==> src/rtl/video_pattern_gen.sv <==
// rtl/video_pattern_gen.sv - parametrised video timing and selectable RGB test-pattern generator
module video_pattern_gen #(
    parameter int H_VISIBLE = 640,
    parameter int H_FRONT   = 16,
    parameter int H_SYNC    = 96,
    parameter int H_BACK    = 48,
    parameter int V_VISIBLE = 480,
    parameter int V_FRONT   = 10,
    parameter int V_SYNC    = 2,
    parameter int V_BACK    = 33,
    parameter bit HSYNC_POL = 1'b0,
    parameter bit VSYNC_POL = 1'b0,
    parameter int POS_W     = 10,
    parameter int COLOR_W   = 8,
    parameter int BAR_W     = 80,
    parameter int CHK_SHIFT = 5
) (
    input  logic               i_clk,
    input  logic               i_rst_n,
    input  logic [2:0]         i_mode,
    output logic               o_hsync,
    output logic               o_vsync,
    output logic               o_hblank,
    output logic               o_vblank,
    output logic [POS_W-1:0]   o_hpos,
    output logic [POS_W-1:0]   o_vpos,
    output logic               o_visible,
    output logic [COLOR_W-1:0] o_r,
    output logic [COLOR_W-1:0] o_g,
    output logic [COLOR_W-1:0] o_b,
    output logic               o_frame_start,
    output logic [7:0]         o_frame_count
);

    localparam int H_TOTAL = H_VISIBLE + H_FRONT + H_SYNC + H_BACK;
    localparam int V_TOTAL = V_VISIBLE + V_FRONT + V_SYNC + V_BACK;

    localparam logic [POS_W-1:0] H_LAST     = POS_W'(H_TOTAL - 1);
    localparam logic [POS_W-1:0] V_LAST     = POS_W'(V_TOTAL - 1);
    localparam logic [POS_W-1:0] H_VIS      = POS_W'(H_VISIBLE);
    localparam logic [POS_W-1:0] V_VIS      = POS_W'(V_VISIBLE);
    localparam logic [POS_W-1:0] H_VIS_LAST = POS_W'(H_VISIBLE - 1);
    localparam logic [POS_W-1:0] V_VIS_LAST = POS_W'(V_VISIBLE - 1);
    localparam logic [POS_W-1:0] HS_FIRST   = POS_W'(H_VISIBLE + H_FRONT);
    localparam logic [POS_W-1:0] HS_LAST    = POS_W'(H_VISIBLE + H_FRONT + H_SYNC - 1);
    localparam logic [POS_W-1:0] VS_FIRST   = POS_W'(V_VISIBLE + V_FRONT);
    localparam logic [POS_W-1:0] VS_LAST    = POS_W'(V_VISIBLE + V_FRONT + V_SYNC - 1);

    localparam int BAR_CW = (BAR_W > 1) ? $clog2(BAR_W) : 1;
    localparam logic [BAR_CW-1:0] BAR_LAST = BAR_CW'(BAR_W - 1);

    logic [POS_W-1:0]  h;
    logic [POS_W-1:0]  v;
    logic [BAR_CW-1:0] in_bar;
    logic [2:0]        bar;
    logic [2:0]        mode;
    logic [7:0]        frame_count;

    // Bar index to RGB on/off mask: white, yellow, cyan, green, magenta, red, blue, black
    function automatic logic [2:0] palette(input logic [2:0] idx);
        case (idx)
            3'd0:    palette = 3'b111;
            3'd1:    palette = 3'b110;
            3'd2:    palette = 3'b011;
            3'd3:    palette = 3'b010;
            3'd4:    palette = 3'b101;
            3'd5:    palette = 3'b100;
            3'd6:    palette = 3'b001;
            default: palette = 3'b000;
        endcase
    endfunction

    // Raster counters, bar tracking and frame-boundary mode/frame-count update
    always_ff @(posedge i_clk or negedge i_rst_n) begin
        if (!i_rst_n) begin
            h           <= '0;
            v           <= '0;
            in_bar      <= '0;
            bar         <= '0;
            mode        <= '0;
            frame_count <= '0;
        end else if (h == H_LAST) begin
            h      <= '0;
            in_bar <= '0;
            bar    <= '0;
            if (v == V_LAST) begin
                v           <= '0;
                mode        <= i_mode;
                frame_count <= frame_count + 8'd1;
            end else begin
                v <= v + 1'b1;
            end
        end else begin
            h <= h + 1'b1;
            if (h < H_VIS) begin
                if (in_bar == BAR_LAST) begin
                    in_bar <= '0;
                    if (bar != 3'd7) begin
                        bar <= bar + 3'd1;
                    end
                end else begin
                    in_bar <= in_bar + 1'b1;
                end
            end
        end
    end

    logic hs_active;
    logic vs_active;
    logic hblank;
    logic vblank;
    logic visible;

    // Sync/blank decode of the current counter position
    always_comb begin
        hs_active = (h >= HS_FIRST) && (h <= HS_LAST);
        vs_active = (v >= VS_FIRST) && (v <= VS_LAST);
        hblank    = (h >= H_VIS);
        vblank    = (v >= V_VIS);
        visible   = !hblank && !vblank;
    end

    logic [2:0]         bar_idx;
    logic [2:0]         bar_rgb;
    logic               mono;
    logic [COLOR_W-1:0] pix_r;
    logic [COLOR_W-1:0] pix_g;
    logic [COLOR_W-1:0] pix_b;

    // Pattern colour for the current position; scrolling bars offset the index by frame_count/4
    always_comb begin
        bar_idx = (mode == 3'd4) ? bar + frame_count[4:2] : bar;
        bar_rgb = palette(bar_idx);
        mono    = 1'b0;
        pix_r   = '0;
        pix_g   = '0;
        pix_b   = '0;
        case (mode)
            3'd0, 3'd4: begin
                pix_r = {COLOR_W{bar_rgb[2]}};
                pix_g = {COLOR_W{bar_rgb[1]}};
                pix_b = {COLOR_W{bar_rgb[0]}};
            end
            3'd1: begin
                mono  = h[CHK_SHIFT] ^ v[CHK_SHIFT];
                pix_r = {COLOR_W{mono}};
                pix_g = {COLOR_W{mono}};
                pix_b = {COLOR_W{mono}};
            end
            3'd2: begin
                mono  = (h[4:0] == 5'd0) || (v[4:0] == 5'd0) ||
                        (h == H_VIS_LAST) || (v == V_VIS_LAST);
                pix_r = {COLOR_W{mono}};
                pix_g = {COLOR_W{mono}};
                pix_b = {COLOR_W{mono}};
            end
            3'd3: begin
                pix_r = h[COLOR_W+1:2];
                pix_g = h[COLOR_W+1:2];
                pix_b = h[COLOR_W+1:2];
            end
            default: begin
                mono = 1'b0;
            end
        endcase
    end

    // Single output stage: every output registered from the same counter snapshot
    always_ff @(posedge i_clk or negedge i_rst_n) begin
        if (!i_rst_n) begin
            o_hsync       <= ~HSYNC_POL;
            o_vsync       <= ~VSYNC_POL;
            o_hblank      <= 1'b0;
            o_vblank      <= 1'b0;
            o_hpos        <= '0;
            o_vpos        <= '0;
            o_visible     <= 1'b0;
            o_r           <= '0;
            o_g           <= '0;
            o_b           <= '0;
            o_frame_start <= 1'b0;
            o_frame_count <= '0;
        end else begin
            o_hsync       <= hs_active ? HSYNC_POL : ~HSYNC_POL;
            o_vsync       <= vs_active ? VSYNC_POL : ~VSYNC_POL;
            o_hblank      <= hblank;
            o_vblank      <= vblank;
            o_hpos        <= h;
            o_vpos        <= v;
            o_visible     <= visible;
            o_r           <= visible ? pix_r : '0;
            o_g           <= visible ? pix_g : '0;
            o_b           <= visible ? pix_b : '0;
            o_frame_start <= (h == '0) && (v == '0);
            o_frame_count <= frame_count;
        end
    end

endmodule

==> config.mk <==
export PLATFORM = sky130hd
export DESIGN_NAME = video_pattern_gen
export DESIGN_NICKNAME = d
export VERILOG_FILES = /design/src/rtl/video_pattern_gen.sv
export SDC_FILE = /design/constraint.sdc
export NUM_CORES = 1
export LEC_CHECK = 0
export CAP_MARGIN = 40
export CORE_AREA = 8 8 93 116
export CTS_CLUSTER_DIAMETER = 40
export DETAILED_ROUTE_END_ITERATION = 8
export DIE_AREA = 0 0 101 124
export GPL_TIMING_DRIVEN = 0
export PLACE_DENSITY = 0.68
export SYNTH_ARGS = -nofsm -noshare
export SYNTH_HDL_FRONTEND = slang
export SYNTH_SLANG_ARGS = --single-unit
==> constraint.sdc <==
create_clock -name i_clk -period 2.1 [get_ports i_clk]
set_input_delay 0.42 -clock i_clk [delete_from_list [all_inputs] [get_ports i_clk]]
set_output_delay 0.42 -clock i_clk [all_outputs]
set_load 0.02 [all_outputs]
==> impl_metrics.csv <==
group,metric,value,unit
yosys,synth_edf_count,0,
yosys,synth_top_flop_cell,"dfrtp_1",
global_routing,grt_pass1_wl,13500,um
worst_setup_path,startpoint_type,"flip-flop",
worst_setup_path,path_class,"reg2reg",
drt,drt_iter0_markers,168,
sta,fin_skew,0.00549,ns
clocking,ctsHoldBuffers,0,
worst_hold_path,hp-class,"in2async",
cells_and_area,drive_gt1_share,13.1,%
die,die_w,101,um
place,globalplace.congestion,0.810,
global_routing,grt_busiest_layer,"met2",
global_routing,use_met1,16.0,%
place,hpwl,5790,um
drt,routed_wl,8140,um
worst_setup_path,ff2ff_setup_slack,0.1,ns
yosys,synth_most_common_cell,"dfrtp_1",
clocking,cts_tree,"yes",
sta,finalSetupTns,0,ns
power,share_comb_of_total_power,1.4,%
die,die_area,0.0125,sq mm
cells_and_area,nNetsFinal,424,
die,core_area,0.00898,sq mm
power,p_int,2740,uW
yosys,yosysSeqAreaShare,63.3,%
power,p_total,3490,uW
power,vdd_ir_drop_max,0.416,mV
clocking,clock-sinks,99,
worst_setup_path,r2r_cells,6,
sta,timing.final.crit_share,95.5,%
job,cap_violations,0,
yosys,yosys_warnings,0,
global_routing,grt_pass1_vias,2760,
power,clock_power_share,44.1,%
clocking,cts_buffers,9,
global_routing,overflow,0,
sta,grt_setup_unrepaired,"yes",
yosys,netlist_instances,326,
clocking,clk_pin_slew_worst_paths,0.07,ns
yosys,synth_area_leaders,"dfrtp_1 62%, a31oi_1 4.0%, ha_1 3.2%",
place,pre_cts_slack,-0.227,ns
die,pin_count,63,
cells_and_area,final_cell_area,0.00514,sq mm
yosys,synth_top_cell_by_area,"dfrtp_1",
drt,dr_total_vias,2800,
power,power_switching_share,21.6,%
place,placed_area,0.00472,sq mm
drt,vias_per_cell,5.22,
yosys,synth_seq_cells,99,
sta,drv_slew,0,
clocking,ctsRootBufferMaster,"clkbuf_16",
place,portBuffers,62,
drt,wl_per_cell,15.2,um
yosys,synth_area_per_cell,12.0,sq um
worst_setup_path,arrival,2.23,ns
cells_and_area,n_fill_cell,789,
power,switchingPower,756,uW
global_routing,use_met2,22.9,%
power,p_per_area,679,mW/mm^2
sta,setup_slack,0.0953,ns
worst_setup_path,cp.required,2.33,ns
global_routing,antenna_found_initial,0,
die,start_util,43.7,%
yosys,synth_area,0.00392,sq mm
drt,first_pass_iters,4,
worst_setup_path,crit_fanout,8,
yosys,synth_nets,342,
power,cellLeakagePower,0.00222,uW
yosys,synthArstFlopShare,100,%
yosys,ys_top_cells_by_count,"97 x dfrtp_1, 26 x nor2_1, 25 x a31oi_1, 25 x nand2_1",
yosys,yosys.area.top_type_share,61.9,%
cells_and_area,area_delta_synth_final,31.2,%
sta,setup_viol_count_final,0,
worst_setup_path,end_kind,"flip-flop",
yosys,synth_cell_types,46,
clocking,h-tree-depth,3,
drt,antenna_left,0,
clocking,insertion_delay,0.34,ns
sta,hold_violations,0,
cells_and_area,antenna-diode-count,0,
sta,fin_crit,2.00,ns
die,die_h,124,um
global_routing,grtUsageTotal,13.9,%
sta,relSlewSlack,55.4,%
sta,max_freq,0.499,GHz
global_routing,use_met3,2.57,%
worst_setup_path,r2r-end,"mode[0]",
sta,worst_pin_slew,0.669,ns
worst_setup_path,r2r_start,"h[0]",
global_routing,grt_max_degree,56,
die,rows,39,
clocking,cts_buffer_depth,2,
status,status,"completed",
drt,drc_errors,0,
power,seqPwrFrac,54.6,%
power groups by stage:
stage	clock network (uW)	logic (uW)	registers (uW)
finish	1540	47.7	1910
global route	1680	57.2	1900
CTS	1580	51.2	1910
detailed placement	0	51.1	1940
global placement	0	43.4	1940
floorplan	0	0.0477	1940
routing by layer:
layer  share of wire [%]  up-vias
met5                   0        -
met4                 3.1        0
met3                 5.1       20
met2                  50       96
met1                  42     1362
li1                    -     1322
cell usage in the layout (no fill, tap or decap), types with 9 or more instances in the layout:
cell,netlist,routed
clkbuf_16,0,9
inv_1,9,9
o21ai_0,11,11
a21oi_1,10,9
ha_1,10,9
nand3_1,14,14
xnor2_1,14,14
clkdlybuf4s50_1,0,61
nand2_1,25,25
nor2_1,26,26
nand4_1,10,10
dfrtp_1,97,93
xor2_1,9,9
a31oi_1,25,25
worst max-delay path: stages, from the launching register on:
cell and delay (ns):
dfrtp_2 0.43, ha_4 0.17, nand3_4 0.13, or4_4 0.58, nor2_8 0.14, buf_12 0.12, mux2_2 0.32
worst max-delay path by stage:
stage	from	end	slack [ns]	depth (start not counted)
global placement	i_rst_n	o_b[7]	-2.81	1
CTS	h[7]	bar[1]	0.04	5
global route	h[4]	in_bar[5]	-0.02	7
finish	h[0]	mode[0]	0.1	6
floorplan	h[0]	frame_count[3]	0.15	7
detailed placement	frame_count[2]	o_g[5]	-0.23	7
sequential cells by signal (all words and copies together) (netlist names), 3 cells and up:
register	flops
o_frame_count	8
o_g	8
o_b	8
o_r	8
o_hpos	10
v	10
in_bar	7
bar	3
frame_count	8
h	10
o_vpos	10
mode	3
kinds of logic (layout without fill, tap and decap cells):
group	Yosys count	count (layout)	share of synthesized area [%]
AO/OA/AOI/OAI	53	53	7.98
XOR/XNOR	23	23	5.14
adder cells (fa/ha/maj)	11	11	3.70
buffers and inverters	23	110	2.55
flip-flops	99	99	63.3
multiplexers	8	8	2.17
AND/OR/NAND/NOR	109	109	15.2
area by class of cell:
cell class | count | area (sq um) | share of cell area (%)
Buffer | 13 | 68.8 | 1.34
Clock inverter | 7 | 61.3 | 1.19
Clock buffer | 9 | 225 | 4.38
Tap cell | 123 | 154 | 2.99
Sequential cell | 99 | 2480 | 48.3
Inverter | 10 | 37.5 | 0.730
Multi-Input combinational cell | 204 | 1390 | 27.1
Timing Repair Buffer | 71 | 718 | 14.0
what timing repair did:
action / 4_1_cts / 5_1_grt
endpoints found under the setup margin: 45 / 40
resized for setup: 7 / 12
buffers inserted: 3 / 5
pin swaps: 2 / 4
stage by stage:
stage / utilization, % / cells / hold WS (ns)
4_1_cts: 56.2 / 531 / 0.140
2_1_floorplan: - / 326 / 0.124
5_1_grt: 57.3 / 536 / 0.186
3_3_place_gp: 52.3 / 511 / 0.357
3_5_place_dp: 52.6 / 512 / 0.365
6_report: 57.3 / 536 / 0.117
(Power assumes the default switching activity.)
